### config.mk
export PLATFORM = sky130hd
export DESIGN_NAME = rx_frame_parser
export DESIGN_NICKNAME = d
export VERILOG_FILES = /design/src/rtl/rx_frame_parser.sv
export SDC_FILE = /design/constraint.sdc
export NUM_CORES = 1
export LEC_CHECK = 0
export ABC_AREA = 1
export CORE_UTILIZATION = 55
export CTS_CLUSTER_SIZE = 40
export DETAILED_ROUTE_END_ITERATION = 7
export DONT_BUFFER_PORTS = 1
export GPL_TIMING_DRIVEN = 0
export PLACE_DENSITY = 0.74
export SYNTH_ARGS = -nofsm -noshare
export SYNTH_HDL_FRONTEND = slang
export SYNTH_SLANG_ARGS = --single-unit
### constraint.sdc
create_clock -name rx_clk -period 6.5 [get_ports rx_clk]
set_input_delay 1.95 -clock rx_clk [delete_from_list [all_inputs] [get_ports rx_clk]]
set_output_delay 1.95 -clock rx_clk [all_outputs]
set_load 0.02 [all_outputs]
### src/rtl/rx_frame_parser.sv
// Receive-side Ethernet frame parser: strips preamble/SFD, checks FCS and length,
// forwards body bytes minus FCS, captures a frame ID and counts good/bad frames.
module rx_frame_parser #(
   parameter int ID_OFFSET = 25,
   parameter int MIN_LEN   = 64,
   parameter int MAX_LEN   = 1518
) (
   input  logic        rx_clk,
   input  logic        resetn,
   input  logic [7:0]  rx_data,
   input  logic        rx_enable,
   input  logic        rx_error,
   output logic [7:0]  out_data,
   output logic        out_valid,
   output logic        out_sof,
   output logic        frame_done,
   output logic        frame_ok,
   output logic [15:0] frame_id,
   output logic [31:0] good_count,
   output logic [31:0] bad_count
);

   localparam logic [2:0]  ST_SYNC = 3'd0;
   localparam logic [2:0]  ST_IDLE = 3'd1;
   localparam logic [2:0]  ST_PRE  = 3'd2;
   localparam logic [2:0]  ST_BODY = 3'd3;
   localparam logic [2:0]  ST_EVAL = 3'd4;
   localparam logic [2:0]  ST_DROP = 3'd5;

   localparam logic [7:0]  PRE_BYTE    = 8'h55;
   localparam logic [7:0]  SFD_BYTE    = 8'hD5;
   localparam logic [31:0] CRC_INIT    = 32'hFFFF_FFFF;
   localparam logic [31:0] CRC_RESIDUE = 32'hDEBB_20E3;
   localparam logic [10:0] IDX_SAT     = 11'h7FF;
   localparam logic [10:0] MIN_IDX     = 11'(MIN_LEN);
   localparam logic [10:0] MAX_IDX     = 11'(MAX_LEN);
   localparam logic [10:0] ID_HI_IDX   = 11'(ID_OFFSET);
   localparam logic [10:0] ID_LO_IDX   = 11'(ID_OFFSET + 1);

   // Reflected CRC-32 (poly 0x04C11DB7), one byte LSB-first.
   function automatic logic [31:0] crc32_byte(input logic [31:0] crc, input logic [7:0] d);
      logic [31:0] c;
      c = crc;
      for (int i = 0; i < 8; i++) begin
         if (c[0] ^ d[i]) begin
            c = (c >> 1) ^ 32'hEDB8_8320;
         end else begin
            c = c >> 1;
         end
      end
      return c;
   endfunction

   logic [1:0]       rst_sync_q;
   logic             rst_n_s;
   logic [2:0]       state_q, state_d;
   logic [31:0]      crc_q, crc_d;
   logic [10:0]      byte_idx_q, byte_idx_d;
   logic             len_err_q, len_err_d;
   logic [3:0][7:0]  dline_q, dline_d;
   logic [15:0]      id_pend_q, id_pend_d;
   logic [7:0]       out_data_q, out_data_d;
   logic             out_valid_q, out_valid_d;
   logic             out_sof_q, out_sof_d;
   logic             frame_done_q, frame_done_d;
   logic             frame_ok_q, frame_ok_d;
   logic [15:0]      frame_id_q, frame_id_d;
   logic [31:0]      good_q, good_d;
   logic [31:0]      bad_q, bad_d;
   logic             verdict_ok_s;

   // Reset asserts asynchronously but is released on the clock.
   always_ff @(posedge rx_clk or negedge resetn) begin
      if (!resetn) begin
         rst_sync_q <= 2'b00;
      end else begin
         rst_sync_q <= {rst_sync_q[0], 1'b1};
      end
   end

   assign rst_n_s = rst_sync_q[1];

   assign verdict_ok_s = (crc_q == CRC_RESIDUE) && !len_err_q &&
                         (byte_idx_q >= MIN_IDX) && (byte_idx_q <= MAX_IDX) &&
                         (byte_idx_q > ID_LO_IDX);

   // Frame state machine, delay line, verdict and counters.
   always_comb begin
      state_d      = state_q;
      crc_d        = crc_q;
      byte_idx_d   = byte_idx_q;
      len_err_d    = len_err_q;
      dline_d      = dline_q;
      id_pend_d    = id_pend_q;
      out_data_d   = out_data_q;
      out_valid_d  = 1'b0;
      out_sof_d    = 1'b0;
      frame_done_d = 1'b0;
      frame_ok_d   = 1'b0;
      frame_id_d   = frame_id_q;
      good_d       = good_q;
      bad_d        = bad_q;
      case (state_q)
         ST_SYNC: begin
            if (!rx_enable) begin
               state_d = ST_IDLE;
            end else begin
               state_d = ST_SYNC;
            end
         end
         // A preamble burst that ends without SFD falls back to IDLE silently.
         ST_IDLE, ST_PRE: begin
            if (!rx_enable) begin
               state_d = ST_IDLE;
            end else if (rx_data == SFD_BYTE) begin
               state_d    = ST_BODY;
               crc_d      = CRC_INIT;
               byte_idx_d = 11'd0;
               len_err_d  = 1'b0;
            end else if (rx_data == PRE_BYTE) begin
               state_d = ST_PRE;
            end else begin
               state_d = ST_DROP;
            end
         end
         ST_BODY: begin
            if (!rx_enable) begin
               state_d      = ST_EVAL;
               frame_done_d = 1'b1;
               frame_ok_d   = verdict_ok_s;
               if (verdict_ok_s) begin
                  good_d     = good_q + 32'd1;
                  frame_id_d = id_pend_q;
               end else begin
                  bad_d = bad_q + 32'd1;
               end
            end else if (rx_error) begin
               state_d = ST_DROP;
            end else begin
               crc_d      = crc32_byte(crc_q, rx_data);
               dline_d    = {dline_q[2:0], rx_data};
               byte_idx_d = (byte_idx_q == IDX_SAT) ? IDX_SAT : byte_idx_q + 11'd1;
               len_err_d  = len_err_q | (byte_idx_q >= MAX_IDX);
               // Line full: the oldest byte leaves as this one enters, so FCS never escapes.
               if (byte_idx_q >= 11'd4) begin
                  out_valid_d = 1'b1;
                  out_data_d  = dline_q[3];
                  out_sof_d   = (byte_idx_q == 11'd4);
               end else begin
                  out_data_d  = out_data_q;
               end
               if (byte_idx_q == ID_HI_IDX) begin
                  id_pend_d[15:8] = rx_data;
               end else if (byte_idx_q == ID_LO_IDX) begin
                  id_pend_d[7:0] = rx_data;
               end else begin
                  id_pend_d = id_pend_q;
               end
            end
         end
         ST_EVAL: begin
            state_d = ST_IDLE;
         end
         ST_DROP: begin
            if (!rx_enable) begin
               state_d      = ST_IDLE;
               frame_done_d = 1'b1;
               bad_d        = bad_q + 32'd1;
            end else begin
               state_d = ST_DROP;
            end
         end
         default: begin
            state_d = ST_SYNC;
         end
      endcase
   end

   // State and output registers.
   always_ff @(posedge rx_clk or negedge rst_n_s) begin
      if (!rst_n_s) begin
         state_q      <= ST_SYNC;
         crc_q        <= 32'd0;
         byte_idx_q   <= 11'd0;
         len_err_q    <= 1'b0;
         dline_q      <= 32'd0;
         id_pend_q    <= 16'd0;
         out_data_q   <= 8'd0;
         out_valid_q  <= 1'b0;
         out_sof_q    <= 1'b0;
         frame_done_q <= 1'b0;
         frame_ok_q   <= 1'b0;
         frame_id_q   <= 16'd0;
         good_q       <= 32'd0;
         bad_q        <= 32'd0;
      end else begin
         state_q      <= state_d;
         crc_q        <= crc_d;
         byte_idx_q   <= byte_idx_d;
         len_err_q    <= len_err_d;
         dline_q      <= dline_d;
         id_pend_q    <= id_pend_d;
         out_data_q   <= out_data_d;
         out_valid_q  <= out_valid_d;
         out_sof_q    <= out_sof_d;
         frame_done_q <= frame_done_d;
         frame_ok_q   <= frame_ok_d;
         frame_id_q   <= frame_id_d;
         good_q       <= good_d;
         bad_q        <= bad_d;
      end
   end

   assign out_data   = out_data_q;
   assign out_valid  = out_valid_q;
   assign out_sof    = out_sof_q;
   assign frame_done = frame_done_q;
   assign frame_ok   = frame_ok_q;
   assign frame_id   = frame_id_q;
   assign good_count = good_q;
   assign bad_count  = bad_q;

endmodule

-- Word-level counts from Yosys, hierarchy flattened
Cells that the tools add are included.
- $add $sub $neg: 3
- $lt $le $gt $ge: 5
- eq/ne operators: 20
- multiplexer cells: 69
- bitwise logic cells: 20
- reductions and logical operators: 17
- operator list (cell ; number):
    32-bit two-way mux ; 36
    32-bit one-hot mux with 2 select lines ; 2
    13-bit inverter with 14-bit output ; 8
    32-bit by 1-bit adder with 32-bit output, second input constant ; 2
    11-bit two-way mux ; 5
    32-bit equality test, second input constant ; 1
    11-bit by 5-bit equality test with 1-bit output, second input constant ; 2
    11-bit one-hot mux with 2 select lines ; 1
    3-bit two-way mux ; 6
    1-bit two-way mux ; 17
    3-bit one-hot mux with 5 select lines ; 1
    2-bit != test, second input constant ; 7
    4-bit AND reduction ; 3
    11-bit by 1-bit adder with 11-bit output, second input constant ; 1
    11-bit equality test, second input constant ; 1
    11-bit by 3-bit equality test with 1-bit output, second input constant ; 1
    11-bit greater-or-equal comparator, second input constant ; 1
    11-bit by 3-bit greater-or-equal comparator with 1-bit output, second input constant ; 1
    11-bit by 7-bit greater-or-equal comparator with 1-bit output, second input constant ; 1
    11-bit by 5-bit greater-than comparator with 1-bit output, second input constant ; 1
    11-bit less-or-equal comparator, second input constant ; 1
    5-bit AND reduction ; 2
    8-bit by 7-bit equality test with 1-bit output, second input constant ; 1
    8-bit equality test, second input constant ; 1
    other kinds (14) ; 31
- register bits after elaboration: 189
- bits of input ports: 12
- word-level logic and storage cells: 153

-- Depth between registers and ports, before layout
- word-level depth: 40
- gate-level depth with buffers: 14
- mapped depth without buffers: 13

-- Least setup slack after synthesis
Ideal clock, no wire load.
- path type: in2reg
- start point: input port rx_data[0]
- end point: register crc_q[26]
- data arrival time: 3.047 ns
- path slack: 3.333 ns
- stages: 12
- buffers on the path: 0
- cell sequence: inv_1 nand2_1 nand2_1 nand2_1 nand2_1 nand2_1 nand2_1 inv_1 nand2_1 nand3_1 o21ai_0 inv_1
- longest elaborated chain between the ends: 35
- elaborated cells between the ends (all ways): 38
- RTL lines (item ; line ; RTL):
    start, declared ; 10 ; input logic [7:0] rx_data,
    1-bit XOR ; 45 ; if (c[0] ^ d[i]) begin
    32-bit two-way mux ; 45 ;
    32-bit two-way mux ; 137 ; end else if (rx_error) begin
    32-bit two-way mux ; 127 ; if (!rx_enable) begin
    32-bit two-way mux ; 103 ; case (state_q)
    32-bit two-way mux ; 45 ;
    32-bit two-way mux ; 137 ;
    32-bit two-way mux ; 127 ;
    (+19 left out) ; n/a ;
    32-bit two-way mux ; 137 ;
    32-bit two-way mux ; 127 ;
    32-bit two-way mux ; 103 ;
    13-bit inverter with 14-bit output (no source line) ; n/a ;
    32-bit two-way mux ; 45 ;
    32-bit two-way mux ; 137 ;
    32-bit two-way mux ; 127 ;
    32-bit one-hot mux with 2 select lines ; 103 ;
    end signal, assigned ; 198 ; crc_q <= crc_d;
    end, declared ; 57 ; logic [31:0] crc_q, crc_d;
Several ways; a longest one is shown, not always the timed one. The select of a mux whose other input is x is not followed.
A chain may end at the register's enable or synchronous reset.

-- Worst setup path in the final report
- start point: input port rx_data[0]
- end point: register crc_q[23]
- longest elaborated chain between the ends: 38
- elaborated cells between the ends (all ways): 42
- RTL lines (item ; line):
    1-bit XOR ; 45
    32-bit two-way mux ; 45
    32-bit two-way mux ; 137
    32-bit two-way mux ; 127
    32-bit two-way mux ; 103
    13-bit inverter with 14-bit output (no source line) ; n/a
    32-bit two-way mux ; 45
    32-bit two-way mux ; 137
    (+22 left out) ; n/a
    32-bit two-way mux ; 137
    32-bit two-way mux ; 127
    32-bit two-way mux ; 103
    13-bit inverter with 14-bit output (no source line) ; n/a
    32-bit two-way mux ; 45
    32-bit two-way mux ; 137
    32-bit two-way mux ; 127
    32-bit one-hot mux with 2 select lines ; 103
Several ways; a longest one is shown, not always the timed one. The select of a mux whose other input is x is not followed.

==> flow_summary.html <==
<table>
<tr><th>Metric</th><th>Value</th></tr>
<tr><th colspan="2">Synthesis</th></tr>
<tr><td>Yosys cell types</td><td>41</td></tr>
<tr><td>Flip-flop and latch count after synthesis</td><td>189</td></tr>
<tr><td>Number of enable-type register cells in the synthesized netlist</td><td>0</td></tr>
<tr><td>Count of warnings emitted by yosys</td><td>0</td></tr>
<tr><td>Sequential cell area fraction in the yosys report</td><td>43.9%</td></tr>
<tr><td>Syn Inst Count</td><td>1,482</td></tr>
<tr><td>Most instantiated flip-flop cell in the synthesis netlist</td><td>sky130_fd_sc_hd__dfrtp_1</td></tr>
<tr><td>Post-Syn Nets</td><td>1,499</td></tr>
<tr><td>Synthesized area per cell</td><td>7.27 um2</td></tr>
<tr><td>Asr flop ratio synth</td><td>100%</td></tr>
<tr><td>Post-Synthesis Cell Area</td><td>10,800 um2</td></tr>
<tr><th colspan="2">STA</th></tr>
<tr><td>Number of endpoints with negative hold slack in the final report</td><td>0</td></tr>
<tr><td>FMAX</td><td>0.295 GHz</td></tr>
<tr><td>Max-slew headroom</td><td>48.7%</td></tr>
<tr><td>Final period utilization</td><td>52.2%</td></tr>
<tr><td>Final Setup Violations</td><td>0</td></tr>
<tr><td>Worst slew pin tran</td><td>769 ps</td></tr>
<tr><td>Clock period minus final worst setup slack</td><td>3390 ps</td></tr>
<tr><td>Worst clock skew on the final layout</td><td>15.4 ps</td></tr>
<tr><td>Unrepaired setup endpoints after global routing</td><td>no</td></tr>
<tr><td>Pins over their slew limit</td><td>0</td></tr>
<tr><td>Total Negative Setup Slacks</td><td>0 ps</td></tr>
<tr><th colspan="2">Power</th></tr>
<tr><td>Fraction of power spent switching nets</td><td>34.4%</td></tr>
<tr><td>Total net switching power</td><td>0.00103 W</td></tr>
<tr><td>Power Dens Cells</td><td>252 nW/um2</td></tr>
<tr><td>Overall power after layout</td><td>0.00298 W</td></tr>
<tr><td>Part of the power in the clock network</td><td>36.8%</td></tr>
<tr><td>Internal power summed over all cells</td><td>0.00195 W</td></tr>
<tr><td>Share of total power in combinational logic</td><td>18.0%</td></tr>
<tr><td>Leakage power</td><td>5.98 nW</td></tr>
<tr><td>Proportion of power drawn by flip-flops and latches</td><td>45.2%</td></tr>
<tr><td>VDD IR-drop max</td><td>0.000184 V</td></tr>
<tr><th colspan="2">Detailed routing</th></tr>
<tr><td>Aggregate routed wire length</td><td>27,900 um</td></tr>
<tr><td>First-pass iteration count of the detailed router</td><td>6</td></tr>
<tr><td>Final antenna-violating net count</td><td>0</td></tr>
<tr><td>DRC viols</td><td>0</td></tr>
<tr><td>Routed length per placed instance</td><td>15.7 um</td></tr>
<tr><td>Via density per instance</td><td>5.31</td></tr>
<tr><td>Total number of vias</td><td>9,444</td></tr>
<tr><td>Initial drt markers</td><td>754</td></tr>
<tr><th colspan="2">Floorplanning</th></tr>
<tr><td>Number of ports placed on the die boundary</td><td>104</td></tr>
<tr><td>Die Area</td><td>20,200 um2</td></tr>
<tr><td>Vert. Die Dim</td><td>142 um</td></tr>
<tr><td>Row Count</td><td>50</td></tr>
<tr><td>Chip Width</td><td>142 um</td></tr>
<tr><td>Core footprint</td><td>19,000 um2</td></tr>
<tr><td>Starting Density</td><td>56.9%</td></tr>
<tr><th colspan="2">Worst setup path</th></tr>
<tr><td>Path depth of the worst reg2reg path</td><td>8</td></tr>
<tr><td>CP Launch Type</td><td>input port</td></tr>
<tr><td>Worst endpoint required time</td><td>6840 ps</td></tr>
<tr><td>Worst Setup Path Type</td><td>input port to flip-flop</td></tr>
<tr><td>Critical-path maximum fanout</td><td>10</td></tr>
<tr><td>Crit. End Element</td><td>flip-flop</td></tr>
<tr><td>CP arrival</td><td>3730 ps</td></tr>
<tr><th colspan="2">Place</th></tr>
<tr><td>Final weighted congestion of routability-driven global placement</td><td>0.972</td></tr>
<tr><td>Number of port buffers</td><td>0</td></tr>
<tr><td>Dpl hpwl</td><td>21,000 um</td></tr>
<tr><th colspan="2">Clock tree</th></tr>
<tr><td>CTS H-tree depth</td><td>4</td></tr>
<tr><td>Post-CTS repair timing setup buffer count</td><td>0</td></tr>
<tr><td>TritonCTS clock tree</td><td>built</td></tr>
<tr><td>Clock Pin Slew Worst Setup and Hold Paths</td><td>80 ps</td></tr>
<tr><td>Cts-stage hold buffer count</td><td>0</td></tr>
<tr><td>Clock insertion delay at the later pin of the skew report</td><td>450 ps</td></tr>
<tr><td>Buffer depth of the longest clock path</td><td>2</td></tr>
<tr><td>Cts repair resizes</td><td>0</td></tr>
<tr><td>Clock tree root driver cell</td><td>sky130_fd_sc_hd__clkbuf_16</td></tr>
<tr><td>Number of clock sinks</td><td>189</td></tr>
<tr><td>Number of clock buffers inserted by TritonCTS</td><td>17</td></tr>
<tr><th colspan="2">GRT</th></tr>
<tr><td>GRT met2 Usage</td><td>49.5%</td></tr>
<tr><td>Via count of the first global-routing pass</td><td>9,060</td></tr>
<tr><td>Maximum number of pins on one net before global-route repair</td><td>68</td></tr>
<tr><td>Met1 Use GR</td><td>38.3%</td></tr>
<tr><td>Total Routing Usage GR</td><td>29.4%</td></tr>
<tr><td>Most Used Layer, Global Route</td><td>met2</td></tr>
<tr><td>Number of antenna violations at the first check in global routing</td><td>1</td></tr>
<tr><td>Grt ovf</td><td>0</td></tr>
<tr><td>Met3 capacity usage during global routing</td><td>5.75%</td></tr>
<tr><td>Wire length of the first global-routing pass</td><td>46,100 um</td></tr>
<tr><th colspan="2">Layout</th></tr>
<tr><td>Total number of nets in the final design</td><td>1,520</td></tr>
<tr><td># fillers</td><td>1,729</td></tr>
<tr><td>Most common cell after layout, fill and taps aside</td><td>sky130_fd_sc_hd__nand2_1</td></tr>
<tr><td>Share of layout cells above drive strength 1</td><td>6.13%</td></tr>
<tr><td>Synth-to-Final Area Change</td><td>9.40%</td></tr>
<tr><td>Most used cells in the layout excluding fill and tap cells</td><td>sky130_fd_sc_hd__nand2_1, sky130_fd_sc_hd__dfrtp_1, sky130_fd_sc_hd__inv_1</td></tr>
<tr><th colspan="2">Hold path</th></tr>
<tr><td>Hold-critical path depth</td><td>0</td></tr>
<tr><td>Worst hold-check path type</td><td>flip-flop to flip-flop</td></tr>
<tr><th colspan="2">Flow run</th></tr>
<tr><td>Count of max-cap constraint violations</td><td>0</td></tr>
<tr><th colspan="2">Outcome</th></tr>
<tr><td>Result of the run</td><td>finished, final reports clean</td></tr>
</table>
==> path summary, 6_finish.rpt <==
path	from	to	slack, ps
min in group asynchronous	rst_sync_q[1]	crc_q[19]	400
min	rst_sync_q[0]	rst_sync_q[1]	360
max reg2reg	good_count[0]	good_count[18]	4060
max	rx_data[0]	crc_q[23]	3110
min reg2reg	rst_sync_q[0]	rst_sync_q[1]	360
max in group asynchronous	rst_sync_q[1]	id_pend_q[1]	4970
==> synth_stat cells, drive strengths merged, types with 9 or more instances <==
library cell    n  area share (%)
o22ai           9            0.52
nor2          130             5.0
o21ai          85             4.0
a21oi          12            0.66
nand4          38             2.2
nor3           36             1.8
xnor2          22             1.8
clkbuf         15            0.52
xor2           57             4.7
dfrtp         189              44
buf            24             1.5
inv           171             6.0
nand3          93             4.6
nand2         575              21
==> layer usage <==
metal  up-vias  part of all wire [%]
met1      4415                    44
met4         0                   1.8
met2       275                    48
li1       4711                     -
met3        43                   6.2
met5         -                     0
==> cells by family after synthesis <==
family	share of synthesized area, %
AO/OA/AOI/OAI	5.93
XOR/XNOR	6.49
adder cells (fa/ha/maj)	0.581
buffers and inverters	8.02
flip-flops	43.9
other	0.0348
AND/OR/NAND/NOR	35.1
==> sequential cells by signal (all words and copies together), names as in the netlist <==
signal      flops
bad_count      32
crc_q          32
dline_q        32
good_count     32
frame_id       16
id_pend_q      16
byte_idx_q     11
out_data        8
state_q         3
rst_sync_q      2
frame_done      1
frame_ok        1
len_err_q       1
out_sof         1
out_valid       1
==> layout make-up <==
type,instances,area (um2),share of cell area [%]
antenna,1,2.50,0.0212
buffer,39,223,1.89
clock buffer,17,425,3.61
clock inverter,15,201,1.71
inverter,171,642,5.44
multi-input combinational,1083,5180,44.0
sequential,189,4730,40.1
tap,260,325,2.76
timing repair buffer,2,55.1,0.467
==> critical path, stage by stage <==
cell	delay, ps
sky130_fd_sc_hd__inv_1	150
sky130_fd_sc_hd__nand2_1	70
sky130_fd_sc_hd__nand2_1	190
sky130_fd_sc_hd__nand2_1	100
sky130_fd_sc_hd__nand2_1	360
sky130_fd_sc_hd__nand2_1	140
sky130_fd_sc_hd__nand2_1	290
sky130_fd_sc_hd__inv_1	170
sky130_fd_sc_hd__nand2_1	120
sky130_fd_sc_hd__nand2_1	50
sky130_fd_sc_hd__nor2_1	90
sky130_fd_sc_hd__nor2_1	50
==> power groups by stage <==
stage          Sequential (W)  Combinational, W  Clock, W
6_report              0.00135          0.000535   0.00109
2_1_floorplan         0.00135          0.000406         0
3_5_place_dp          0.00137          0.000528         0
5_1_grt               0.00136          0.000603   0.00116
4_1_cts               0.00134          0.000533   0.00111
3_3_place_gp          0.00138          0.000495         0
==> through the flow <==
step	std cells	hold slack [ps]	utilization, %	worst slack, ps	instance area [um2]
finish	1777	357	62.2	3110	11800
global route	1776	382	62.2	3010	11800
CTS	1776	363	62.2	3160	11800
detailed placement	1744	344	58.9	2700	11200
global placement	1742	336	58.6	-1260	11100
floorplan	1482	331	-	843	10800
No activity file was read; power rests on OpenSTA's default activity.
